<file path="src/rtl/mpx_stereo_decoder_if.sv">
// rtl/mpx_stereo_decoder_if.sv - MPX decoder control/sample/audio bundle
// master drives run and the MPX samples; slave is the decoder.
interface mpx_stereo_decoder_if #(
  parameter int IN_W  = 18,
  parameter int OUT_W = 16
);
  logic                    run;
  logic                    stb_in;
  logic signed [IN_W-1:0]  mpx_in;
  logic signed [OUT_W-1:0] left;
  logic signed [OUT_W-1:0] right;
  logic                    out_valid;
  logic                    locked;
  logic [1:0]              state;

  modport master (
    output run, stb_in, mpx_in,
    input  left, right, out_valid, locked, state
  );

  modport slave (
    input  run, stb_in, mpx_in,
    output left, right, out_valid, locked, state
  );
endinterface

</file>
<file path="src/rtl/mpx_stereo_decoder.sv">
// rtl/mpx_stereo_decoder.sv - FM stereo MPX decoder: pilot PLL, L-R demodulation, boxcar decimation, L/R matrix
// Optional: define DEEMPH_EN for first-order de-emphasis on the left/right outputs.
module mpx_stereo_decoder #(
  parameter int          IN_W       = 18,
  parameter int          OUT_W      = 16,
  parameter logic [23:0] FREQ_NOM   = 24'd66410,
  parameter int          FREQ_RANGE = 700,
  parameter int          PD_LOG2    = 6,
  parameter int          KP_SHIFT   = 8,
  parameter int          KI_SHIFT   = 14,
  parameter int          LOG2_DECIM = 7,
  parameter int          LOG2_LOCK  = 12,
  parameter int          LOCK_TH    = 1500
) (
  input logic                 clk,
  input logic                 rst,
  mpx_stereo_decoder_if.slave bus
);
  typedef enum logic [1:0] {IDLE = 2'd0, ACQUIRE = 2'd1, LOCKED = 2'd2} state_t;

  localparam int I_MAX = FREQ_RANGE * (2 ** KI_SHIFT);
  localparam int O_MAX = 2 ** (OUT_W - 1) - 1;
  localparam int O_MIN = -(2 ** (OUT_W - 1));

  state_t                  state_q;
  logic [23:0]             phase;
  logic [23:0]             freq;
  logic [PD_LOG2-1:0]      pd_cnt;
  logic [LOG2_LOCK-1:0]    lock_cnt;
  logic [LOG2_DECIM-1:0]   dec_cnt;
  logic signed [31:0]      pd_acc, integ, lock_acc, sacc, dacc;
  logic                    good_win;
  logic                    out_valid_q;
  logic                    locked_q;
  logic signed [OUT_W-1:0] left_q, right_q;

  logic signed [31:0]      mpx_w, pd_next, pd, i_sum, i_next, f_off;
  logic signed [31:0]      lock_next, lock_avg, sacc_next, dacc_next;
  logic signed [31:0]      sum, d, diff, l_full, r_full;
  logic [23:0]             freq_next;
  logic [1:0]              q_hi;
  logic                    s38_neg;
  logic signed [OUT_W-1:0] l_x, r_x, l_out, r_out;
`ifdef DEEMPH_EN
  logic signed [31:0]      l_dx, r_dx;
`endif

  function automatic logic signed [OUT_W-1:0] sat(input logic signed [31:0] x);
    if (x > O_MAX)      return OUT_W'(O_MAX);
    else if (x < O_MIN) return OUT_W'(O_MIN);
    else                return x[OUT_W-1:0];
  endfunction

  always_comb begin
    mpx_w   = {{(32-IN_W){bus.mpx_in[IN_W-1]}}, bus.mpx_in};
    pd_next = pd_acc + (phase[23] ? -mpx_w : mpx_w);
    pd      = pd_next >>> PD_LOG2;
    i_sum   = integ + pd;
    if (i_sum > I_MAX)       i_next = I_MAX;
    else if (i_sum < -I_MAX) i_next = -I_MAX;
    else                     i_next = i_sum;
    f_off = (pd >>> KP_SHIFT) + (i_next >>> KI_SHIFT);
    if (f_off > FREQ_RANGE)       f_off = FREQ_RANGE;
    else if (f_off < -FREQ_RANGE) f_off = -FREQ_RANGE;
    freq_next = 24'($signed({8'd0, FREQ_NOM}) - f_off);

    lock_next = lock_acc + ((phase[23] ^ phase[22]) ? -mpx_w : mpx_w);
    lock_avg  = lock_next >>> LOG2_LOCK;

    // top two bits of (2p - quarter turn): only p[22:21] reach them
    q_hi    = phase[22:21] - 2'd1;
    s38_neg = q_hi[1] ^ q_hi[0];

    sacc_next = sacc + mpx_w;
    dacc_next = (state_q == LOCKED) ? dacc + (s38_neg ? -mpx_w : mpx_w) : 32'sd0;

    sum    = sacc_next >>> LOG2_DECIM;
    d      = dacc_next >>> LOG2_DECIM;
    diff   = d + (d >>> 1) + (d >>> 4) + (d >>> 7);
    l_full = (sum + diff) >>> 1;
    r_full = (sum - diff) >>> 1;
    l_x    = sat(l_full);
    r_x    = sat(r_full);
`ifdef DEEMPH_EN
    l_dx  = (32'(l_x) - 32'(left_q)) >>> 3;
    r_dx  = (32'(r_x) - 32'(right_q)) >>> 3;
    l_out = left_q + OUT_W'(l_dx);
    r_out = right_q + OUT_W'(r_dx);
`else
    l_out = l_x;
    r_out = r_x;
`endif
  end

  always_ff @(posedge clk or negedge rst) begin
    if (!rst) begin
      state_q  <= IDLE;     phase  <= '0;       freq     <= FREQ_NOM;
      pd_cnt   <= '0;       lock_cnt <= '0;     dec_cnt  <= '0;
      pd_acc   <= '0;       integ  <= '0;       lock_acc <= '0;
      sacc     <= '0;       dacc   <= '0;       good_win <= 1'b0;
      out_valid_q <= 1'b0;  locked_q <= 1'b0;   left_q <= '0;  right_q <= '0;
    end else if (!bus.run) begin
      state_q  <= IDLE;     phase  <= '0;       freq     <= FREQ_NOM;
      pd_cnt   <= '0;       lock_cnt <= '0;     dec_cnt  <= '0;
      pd_acc   <= '0;       integ  <= '0;       lock_acc <= '0;
      sacc     <= '0;       dacc   <= '0;       good_win <= 1'b0;
      out_valid_q <= 1'b0;  locked_q <= 1'b0;   left_q <= '0;  right_q <= '0;
    end else begin
      out_valid_q <= 1'b0;
      if (state_q == IDLE) state_q <= ACQUIRE;
      if (bus.stb_in) begin
        phase  <= phase + freq;
        pd_cnt <= pd_cnt + PD_LOG2'(1);
        if (&pd_cnt) begin
          pd_acc <= '0;
          integ  <= i_next;
          freq   <= freq_next;
        end else begin
          pd_acc <= pd_next;
        end

        // lock decisions use the state as it stood for the whole window
        lock_cnt <= lock_cnt + LOG2_LOCK'(1);
        if (&lock_cnt) begin
          lock_acc <= '0;
          if (state_q == LOCKED) begin
            if (lock_avg < LOCK_TH / 2) begin
              state_q  <= ACQUIRE;
              locked_q <= 1'b0;
              good_win <= 1'b0;
            end
          end else if (lock_avg > LOCK_TH) begin
            if (good_win) begin
              state_q  <= LOCKED;
              locked_q <= 1'b1;
              good_win <= 1'b0;
            end else begin
              good_win <= 1'b1;
            end
          end else begin
            good_win <= 1'b0;
          end
        end else begin
          lock_acc <= lock_next;
        end

        dec_cnt <= dec_cnt + LOG2_DECIM'(1);
        if (&dec_cnt) begin
          sacc        <= '0;
          dacc        <= '0;
          out_valid_q <= 1'b1;
          left_q      <= l_out;
          right_q     <= r_out;
        end else begin
          sacc <= sacc_next;
          dacc <= dacc_next;
        end
      end
    end
  end

  assign bus.left      = left_q;
  assign bus.right     = right_q;
  assign bus.out_valid = out_valid_q;
  assign bus.locked    = locked_q;
  assign bus.state     = state_q;
endmodule

</file>
<file path="src/flat_wrapper.sv">
// flat-port wrapper written by rule: the top's interface ports become plain ports
module mpx_stereo_decoder_flat 
#(
  parameter int          IN_W       = 18,
  parameter int          OUT_W      = 16,
  parameter logic [23:0] FREQ_NOM   = 24'd66410,
  parameter int          FREQ_RANGE = 700,
  parameter int          PD_LOG2    = 6,
  parameter int          KP_SHIFT   = 8,
  parameter int          KI_SHIFT   = 14,
  parameter int          LOG2_DECIM = 7,
  parameter int          LOG2_LOCK  = 12,
  parameter int          LOCK_TH    = 1500
)
  (clk, rst, bus_run, bus_stb_in, bus_mpx_in, bus_left, bus_right, bus_out_valid, bus_locked, bus_state);
  mpx_stereo_decoder_if #(.IN_W(IN_W), .OUT_W(OUT_W)) bus_i ();
  input logic clk;
  input logic rst;
  input wire logic [$bits(bus_i.run)-1:0] bus_run;
  input wire logic [$bits(bus_i.stb_in)-1:0] bus_stb_in;
  input wire logic [$bits(bus_i.mpx_in)-1:0] bus_mpx_in;
  output wire logic [$bits(bus_i.left)-1:0] bus_left;
  output wire logic [$bits(bus_i.right)-1:0] bus_right;
  output wire logic [$bits(bus_i.out_valid)-1:0] bus_out_valid;
  output wire logic [$bits(bus_i.locked)-1:0] bus_locked;
  output wire logic [$bits(bus_i.state)-1:0] bus_state;
  assign bus_i.run = bus_run;
  assign bus_i.stb_in = bus_stb_in;
  assign bus_i.mpx_in = bus_mpx_in;
  assign bus_left = bus_i.left;
  assign bus_right = bus_i.right;
  assign bus_out_valid = bus_i.out_valid;
  assign bus_locked = bus_i.locked;
  assign bus_state = bus_i.state;
  mpx_stereo_decoder #(.IN_W(IN_W), .OUT_W(OUT_W), .FREQ_NOM(FREQ_NOM), .FREQ_RANGE(FREQ_RANGE), .PD_LOG2(PD_LOG2), .KP_SHIFT(KP_SHIFT), .KI_SHIFT(KI_SHIFT), .LOG2_DECIM(LOG2_DECIM), .LOG2_LOCK(LOG2_LOCK), .LOCK_TH(LOCK_TH)) u_core (.clk(clk), .rst(rst), .bus(bus_i));
endmodule
</file>
<file path="config.mk">
export PLATFORM = sky130hd
export DESIGN_NAME = mpx_stereo_decoder_flat
export DESIGN_NICKNAME = d
export VERILOG_FILES = /design/src/rtl/mpx_stereo_decoder_if.sv /design/src/rtl/mpx_stereo_decoder.sv /design/src/flat_wrapper.sv
export SDC_FILE = /design/constraint.sdc
export NUM_CORES = 1
export LEC_CHECK = 0
export BUFFER_PORTS_ARGS = -buffer_cell sky130_fd_sc_hd__buf_2
export CORE_UTILIZATION = 30
export CTS_BUF_LIST = sky130_fd_sc_hd__clkbuf_8
export DETAILED_ROUTE_END_ITERATION = 16
export HOLD_SLACK_MARGIN = 0.15
export PLACE_DENSITY_LB_ADDON = 0.05
export SLEW_MARGIN = 5
export SYNTH_ARGS = -nofsm -noshare
export SYNTH_HDL_FRONTEND = slang
export SYNTH_SLANG_ARGS = --single-unit
</file>
<file path="constraint.sdc">
create_clock -name clk -period 30.3 [get_ports clk]
set_clock_uncertainty 0.1 [all_clocks]
set_input_delay 7.575 -clock clk [delete_from_list [all_inputs] [get_ports clk]]
set_output_delay 7.575 -clock clk [all_outputs]
set_load 0.005 [all_outputs]
</file>
---- Word level (Yosys, flattened, before mapping) ----
Cells that the tools add are included.
cells by class
  add/subtract/negate cells ............... 18
  $lt $le $gt $ge ......................... 10
  equal/unequal tests ..................... 8
  mux-type cells .......................... 68
  bitwise gates (word level) .............. 2
  reduce and logical (&&, ||, !) cells .... 8
operator list
  kind                      count
  $mux W32                  21
  $mux W24                  7
  $mux W16                  10
  $add A32 B32 Y32          3
  $add A32 B18 Y32          2
  $gt A31 B16 Y1 const B    2
  $lt A31 B16 Y1 const B    2
  $add A25 B32 Y32          1
  $add A32 B26 Y32          1
  $gt A32 B25 Y1 const B    1
  $lt A32 B25 Y1 const B    1
  $neg A18 Y32              1
  $sub A25 B32 Y32          1
  $add A26 B21 Y27          1
  $add A25 B24 Y26          1
  $add A24 B24 Y24          1
  $mux W12                  2
  $sub A18 B24 Y24 const A  1
  $gt A20 B12 Y1 const B    1
  $lt A20 B11 Y1 const B    1
  $add A18 B18 Y19          1
  $gt A19 B11 Y1 const B    1
  $lt A19 B11 Y1 const B    1
  $mux W1                   16
  other kinds (19)          34
word-level totals
  register bits after elaboration ......... 270
  input port bits ......................... 22
  output and inout port bits .............. 36

---- Longest topological paths before layout ----
Gate-level depths: netlist of the first run.
  depth in word-level cells ............... 15
  mapped depth ............................ 60
  gate-level depth less buffers ........... 58

---- Worst setup path after synthesis of the first run ----
Ideal clock, no wire load.
  path kind ............................... in2reg
  start point ............................. in bus_mpx_in[3]
  end point ............................... reg u_core.freq[18]
  library setup time ...................... 0.126 ns
  arrival time ............................ 20.502 ns
  path slack .............................. 9.572 ns
  cell stages on the path ................. 56
  buffers on the path ..................... 5
  cell sequence ........................... clkbuf_1 nor2_1 nand2_1 or3_1 or3_1 nand2b_1 nand2b_1 or2_2 nor2_1 nor2_1 clkbuf_1 a21o_1 ha_1 and3_1 o211a_1 o41a_1 o41a_1 a21o_1 [20 not listed] a31oi_1 o21ai_0 xor2_1 nand4_1 or4_1 ha_1 clkbuf_1 nor2b_1 and2_1 ha_1 o21a_1 o21ai_0 o22ai_1 nand3b_1 nand3b_1 a21oi_1 nor3_1 a221o_1
on the way
  cells in the longest elaborated chain, start to end .. 15
  elaborated cells on any way between the ends .. 17
  those cells by class .................... add/sub (5); order compare (4); mux (8)
ends and longest elaborated chain
  what                  RTL line                   RTL
  start, declared       flat_wrapper.sv:21         input wire logic [$bits(bus_i.mpx_in)-1:0] bus_mpx_in;
  $neg A18 Y32          mpx_stereo_decoder.sv:56   pd_next = pd_acc + (phase[23] ? -mpx_w : mpx_w);
  $mux W32 *            mpx_stereo_decoder.sv:56
  $add A32 B32 Y32 *    mpx_stereo_decoder.sv:56
  $add A32 B26 Y32      mpx_stereo_decoder.sv:58   i_sum = integ + pd;
  $lt A32 B25 Y1        mpx_stereo_decoder.sv:60   else if (i_sum < -I_MAX) i_next = -I_MAX;
  $mux W32              mpx_stereo_decoder.sv:60
  $mux W32              mpx_stereo_decoder.sv:59   if (i_sum > I_MAX) i_next = I_MAX;
  $add A18 B18 Y19 *    mpx_stereo_decoder.sv:62   f_off = (pd >>> KP_SHIFT) + (i_next >>> KI_SHIFT);
  $lt A19 B11 Y1        mpx_stereo_decoder.sv:64   else if (f_off < -FREQ_RANGE) f_off = -FREQ_RANGE;
  $mux W24              mpx_stereo_decoder.sv:64
  $mux W24 *            mpx_stereo_decoder.sv:63   if (f_off > FREQ_RANGE) f_off = FREQ_RANGE;
  $sub A18 B24 Y24 *    mpx_stereo_decoder.sv:65   freq_next = 24'($signed({8'd0, FREQ_NOM}) - f_off);
  $mux W24 *            mpx_stereo_decoder.sv:114  if (&pd_cnt) begin
  $mux W24 *            mpx_stereo_decoder.sv:111  if (bus.stb_in) begin
  $mux W24 *            mpx_stereo_decoder.sv:102  end else if (!bus.run) begin
  end signal, assigned  mpx_stereo_decoder.sv:117  freq <= freq_next;
  end, declared         mpx_stereo_decoder.sv:27   logic [23:0] freq;
Mark *: on every way between the ends. The rest lies on a longest branch, timed or not. The select of a mux whose other input is x is not followed.
A chain may end at the register's enable or synchronous reset.

---- Worst setup path in the final report of the first run ----
  start point ............................. in bus_mpx_in[1]
  end point ............................... reg u_core.freq[18]
The elaborated chain is that of the path after synthesis.

==> results_dict.tcl, run 1 <==
set metrics [dict create \
    die-area_um2 94000 \
    cp_max_fo 23 \
    postCtsSetupBuffers 0 \
    relSlewSlack 0.132 \
    vias 25200 \
    peakVddDrop_uv 55.9 \
    cp.required_ns 30.82 \
    drc 0 \
    cts_buffer_depth 3 \
    wl_um 89700 \
    cts-hold-fix-buffers 0 \
    status "finished, final reports clean" \
    rsz0062_at_grt "no" \
    path_clk_slew_ns 0.06 \
    drt_iter0_drc 1938 \
    num_rows 111 \
    synthArstFlopShare 1.00 \
    holdPathEnd "u_core.bus.right[11]$_DFFE_PN0P_" \
    clockPowerShare 0.235 \
    io_pins 58 \
    swShare 0.466 \
    worstPathArrival_ns 22.68 \
    yosysWarnings 0 \
    syn_area_um2 27800 \
    path_common_cell "ha_1" \
    grt_overflow_total 0 \
    layout_common_cells "nand2_1 (338), ha_1 (308), dfrtp_1 (263)" \
    cts_max_level 2 \
    leakage_nw 14.7 \
    coreArea_um2 91800 \
    grt_max_degree 106 \
    avgSynthCellArea_um2 8.19 \
    layout_commonest_cell "nand2_1" \
    synth_edf_count 0 \
    ctsRootBufferMaster "clkbuf_8" \
    end_kind "flip-flop" \
    first_pass_iters 6 \
    finalCritPeriodShare 0.731 \
    final-max-slew-violation-count 0 \
    fin_nets 3786 \
    drive_above_1_share 0.0679 \
    netlist.area_leader.share 0.237 \
    clk-insertion-delay-late_ns 0.74 \
    max_stage_delay_ns 0.76 \
    clock-sinks 270 \
    die_w_um 307 \
    synth_top_flop_cell "dfrtp_1" \
    avgViaCountPerCell 5.33 \
    syn2layout_area_growth_pct 10.8 \
    r2r_setup_slack_ns 15.79 \
    switchingPower_uw 942 \
    hold_viol 0 \
    syn_inst 3399 \
    cts_buffers 61 \
    cts_resized 0 \
    grt_pass1_wl_um 143000 \
    cts_tree "built" \
    synth_cell_types 87 \
    powerDensity_nw_per_um2 65.5 \
    synth_nets 3763 \
    gp_congestion 0.835 \
    seqPwrFrac 0.197 \
    internal_power_mw 1.08 \
    ys_top_cells_by_area "dfrtp_1 (24%), ha_1 (14%), xnor2_1 (6.8%)" \
    startpoint_type "input port" \
    tightestPinTransition_ns 1.29 \
    reg2reg_depth 50 \
    worstHoldPathType "flip-flop to flip-flop" \
    first_global_vias 24700 \
    worstReg2RegStart "u_core.phase[23]$_DFFE_PN0P_" \
    min_path_cells 2 \
    seq_area_frac_synth 0.243 \
    pwr-share-comb 0.568 \
    drv_cap 0 \
    grt_antenna_before_repair 5 \
    final_util 0.336 \
    dp_hpwl_um 69000 \
    fmax_mhz 45.1 \
    die_h_um 307 \
    slowest_stage "ha_1" \
    fin_setup_tns_ns 0 \
    ant_nets 0 \
    yosys.area.top_type "dfrtp_1" \
    finalSetupViolations 0 \
    portBuffers 57 \
    r2r-end "u_core.freq[18]$_DFFE_PN0P_" \
    setup.worst_path.class "input port to flip-flop" \
    start_util 0.303 \
    grt.total_usage 0.190 \
    wl_per_cell_um 19.0 \
    synth.ff_latch_count 270 \
    hp-start "u_core.bus.right[11]$_DFFE_PN0P_" \
    timing.final.crit_period_ns 22.16 \
]
## through the flow
step           power [mW]  hold WS (ns)  setup WS [ns]  cell area, um2  cells
6_report             2.02         0.374           8.14           30800   4721
2_1_floorplan        1.24         0.354           9.57           27800   3399
3_3_place_gp         1.54         0.366           7.76           29400   4602
5_1_grt              2.19         0.420           7.02           30800   4720
4_1_cts              2.04         0.383           8.29           30800   4718
3_5_place_dp         1.54         0.369           7.52           29400   4602
## logic make-up after synthesis
logic type / Yosys count / synth area share
AOI/OAI and AO/OA: 1117 / 0.267
buffers and inverters: 301 / 0.0407
muxes: 28 / 0.0102
DFF: 270 / 0.243
and+or+nand+nor: 1020 / 0.174
xor gates and xnor gates: 321 / 0.102
adders and majority gates: 342 / 0.163
## cell type report
cell class,count,area [um2]
diodes,3,7.51
clock buffers,83,1140
clock inverters,33,250
fillers,9715,61000
inverters,180,676
multi-input cells,2828,20000
flip-flops and latches,270,6770
well taps,1243,1560
repair buffers,81,475
## per-layer routing
metal  track usage  wire length (um)  vias to the layer above
met4        0.0458              1610                        2
met1         0.280             46100                    12200
met2         0.291             38600                      472
li1              -                 -                    12400
met3        0.0229              3440                       82
met5             0                10                        -
## power by group through the flow
stage	sequential, mW	combinational (mW)	clock [mW]
after floorplan	0.400	0.842	0
after global placement	0.404	1.14	0
after detailed placement	0.404	1.14	0
after CTS	0.398	1.14	0.499
after global routing	0.401	1.27	0.513
final	0.398	1.15	0.475
## critical path: cells and delay by family
kind	cells	cell delay, ns
compound gates	20	5.45
fa+ha+maj	8	3.22
xor+xnor	4	0.68
buf+inv	3	0.58
simple gates	22	5.13
## cell usage after synthesis, drive strengths merged (8+ instances only)
cell type / n
nand2b: 44
nand2: 338
o21a: 63
a21boi: 10
mux2i: 25
nor2: 258
clkbuf: 104
o21ai: 267
o2111ai: 12
or2: 20
o211ai: 17
o21bai: 50
a21o: 126
or4: 11
o311ai: 8
nor2b: 44
o22ai: 9
a211oi: 41
dfrtp: 263
a21oi: 245
a41oi: 12
a31oi: 35
and3: 30
nand4: 33
nor4: 15
nand3: 56
a311oi: 8
nor3: 74
a22o: 100
inv: 179
xnor2: 215
o31ai: 23
ha: 308
fa: 34
buf: 17
or3: 28
and2: 31
o31a: 8
xor2: 105
## registers in the layout (all words and copies together), names as in the netlist, 6 cells and up
name              count
u_core.pd_acc        32
u_core.sacc          32
u_core.lock_cnt      12
u_core.lock_acc      32
u_core.freq          24
u_core.phase         24
u_core.dacc          32
u_core.pd_cnt         6
u_core.dec_cnt        7
u_core.bus.right     16
u_core.integ         32
u_core.bus.left      16
## worst max-delay path by stage
stage / cells after the start / start / endpoint / slack, ns
2_1_floorplan: 56 / bus_mpx_in[3] / u_core.freq[18]$_DFFE_PN0P_ / 9.57
3_3_place_gp: 57 / bus_mpx_in[1] / u_core.freq[18]$_DFFE_PN0P_ / 7.76
3_5_place_dp: 57 / bus_mpx_in[1] / u_core.freq[18]$_DFFE_PN0P_ / 7.52
4_1_cts: 57 / bus_mpx_in[1] / u_core.freq[18]$_DFFE_PN0P_ / 8.29
5_1_grt: 57 / bus_mpx_in[1] / u_core.freq[18]$_DFFE_PN0P_ / 7.02
6_report: 57 / bus_mpx_in[1] / u_core.freq[18]$_DFFE_PN0P_ / 8.14
Note: power is estimated with default switching activity, not from simulation.
==> inputs of run 2 (changes only) <==
- clock period: 30.3 -> 21.2 ns (I/O delays scaled with it)
==> results_dict.tcl, run 2 (synthesis gave the netlist of run 1 again) <==
set metrics [dict create \
    status "finished, final reports clean" \
    startpoint_type "input port" \
    wl_per_cell_um 19.1 \
    fin_setup_tns_ns 0 \
    finalSetupViolations 0 \
    fin_ws_ns 2.18 \
    gp_congestion 0.822 \
    worstPathArrival_ns 19.54 \
    clk-insertion-delay-late_ns 0.68 \
    dp_hpwl_um 69000 \
    grt.total_usage 0.191 \
    start_util 0.303 \
    drc 0 \
    grt-busiest-layer "met2" \
    cts_buffers 66 \
    layout_commonest_cell "nand2_1" \
    fin_nets 3793 \
    end_kind "flip-flop" \
    cts_resized 0 \
    wl_um 90100 \
    cp_max_fo 23 \
    die-area_um2 94000 \
    peakVddDrop_uv 77.5 \
    powerDensity_nw_per_um2 93.5 \
    max_stage_delay_ns 0.56 \
    relSlewSlack 0.115 \
    path_common_cell "ha_1" \
    cts_tree "built" \
    postCtsSetupBuffers 0 \
    drv_cap 0 \
    leakage_nw 14.7 \
    timing.final.crit_period_ns 19.02 \
    setup.worst_path.class "input port to flip-flop" \
    die_w_um 307 \
    layout_common_cells "nand2_1 (338), ha_1 (308), dfrtp_1 (263)" \
    final_util 0.336 \
    drt_iter0_drc 1703 \
    gr-usage-met2 0.298 \
    coreArea_um2 91800 \
    drive_above_1_share 0.0684 \
    avgViaCountPerCell 5.30 \
    ant_nets 0 \
    grt_pass1_wl_um 143000 \
    first_pass_iters 7 \
    rsz0062_at_grt "no" \
    hold_viol 0 \
    grt_max_degree 98 \
    path_clk_slew_ns 0.06 \
    io_pins 58 \
    ctsRootBufferMaster "clkbuf_8" \
    grt_use_met3 0.0277 \
    cts_max_level 3 \
    final-max-slew-violation-count 0 \
    cts-hold-fix-buffers 0 \
    worstHoldPathType "flip-flop to flip-flop" \
    grt_overflow_total 0 \
    syn2layout_area_growth_pct 10.9 \
    place_ws_ns 1.56 \
    tightestPinTransition_ns 1.31 \
    path_buf_inv 4 \
    slowest_stage "or4_1" \
    fmax_mhz 52.6 \
    first_global_vias 24700 \
    grt_antenna_before_repair 4 \
    cts_buffer_depth 3 \
    clock-sinks 270 \
    die_h_um 307 \
    nFillCells 9671 \
    portBuffers 57 \
    num_rows 111 \
    cp.required_ns 21.72 \
    critPathTopFamily "simple AND/OR/NAND/NOR gates" \
    met1_usage 0.276 \
    finalCritPeriodShare 0.897 \
    vias 25100 \
]
-- run 2: cell types whose count changed in the layout (fill, tap and decap cells not counted), sizes merged, moves of 2 or more --
cell | before | now
buf | 81 | 83
bufinv | 3 | 1
clkbuf | 83 | 86
clkinv | 16 | 14
diode | 3 | 5
-- run 2: cell type report --
type	count	area (um2)	area share
clock inverter	31	201	0.00653
timing repair buffer	83	490	0.0159
tap	1243	1560	0.0504
sequential	270	6770	0.219
inverter	180	676	0.0219
antenna	5	12.5	0.000406
multi-input combinational	2828	20000	0.647
clock buffer	86	1180	0.0384
-- run 2: worst reg2reg max path: cells and delay by family, from the launching register on --
family                   cells  cell delay, ns
adder cells (fa/ha/maj)      7            2.21
flip-flops                   1            0.60
buffers and inverters        3            0.85
XOR/XNOR                     4            0.70
AO/OA/AOI/OAI               22            5.51
AND/OR/NAND/NOR             15            3.64
-- run 2: stage by stage --
step                      hold slack [ns]  cell area (um2)  cells  power (mW)
final                               0.382            30900   4726        2.88
after global routing                0.410            30900   4725        3.11
after CTS                           0.384            30800   4721        2.91
after detailed placement            0.374            29500   4604        2.20
after global placement              0.369            29500   4604        2.20
after floorplan                     0.354            27800   3399        1.78
-- run 2: layer usage --
layer | vias to the layer above | part of all wire
met5 | - | 0.00026
met1 | 12200 | 0.51
met2 | 424 | 0.44
met3 | 93 | 0.036
met4 | 4 | 0.019
li1 | 12400 | -
-- run 2: worst paths after layout --
| kind | start | endpoint | slack [ns] | cells past startpoint |
|---|---|---|---|---|
| min in group asynchronous | rst | u_core.phase[9]$_DFFE_PN0P_ | 4.59 | 1 |
| hold / removal | u_core.bus.right[14]$_DFFE_PN0P_ | u_core.bus.right[14]$_DFFE_PN0P_ | 0.38 | 2 |
| max in group asynchronous | rst | u_core.sacc[30]$_DFFE_PN0P_ | 14.80 | 2 |
| setup reg to reg | u_core.phase[23]$_DFFE_PN0P_ | u_core.freq[18]$_DFFE_PN0P_ | 7.58 | 51 |
| setup / recovery | bus_mpx_in[1] | u_core.freq[18]$_DFFE_PN0P_ | 2.18 | 58 |
| hold reg to reg | u_core.bus.right[14]$_DFFE_PN0P_ | u_core.bus.right[14]$_DFFE_PN0P_ | 0.38 | 2 |
-- run 2: power by group --
| group | total (mW) | switching (mW) | internal [mW] |
|---|---|---|---|
| clock network | 0.675 | 0.297 | 0.378 |
| logic | 1.64 | 1.03 | 0.607 |
| registers | 0.570 | 0.0211 | 0.549 |
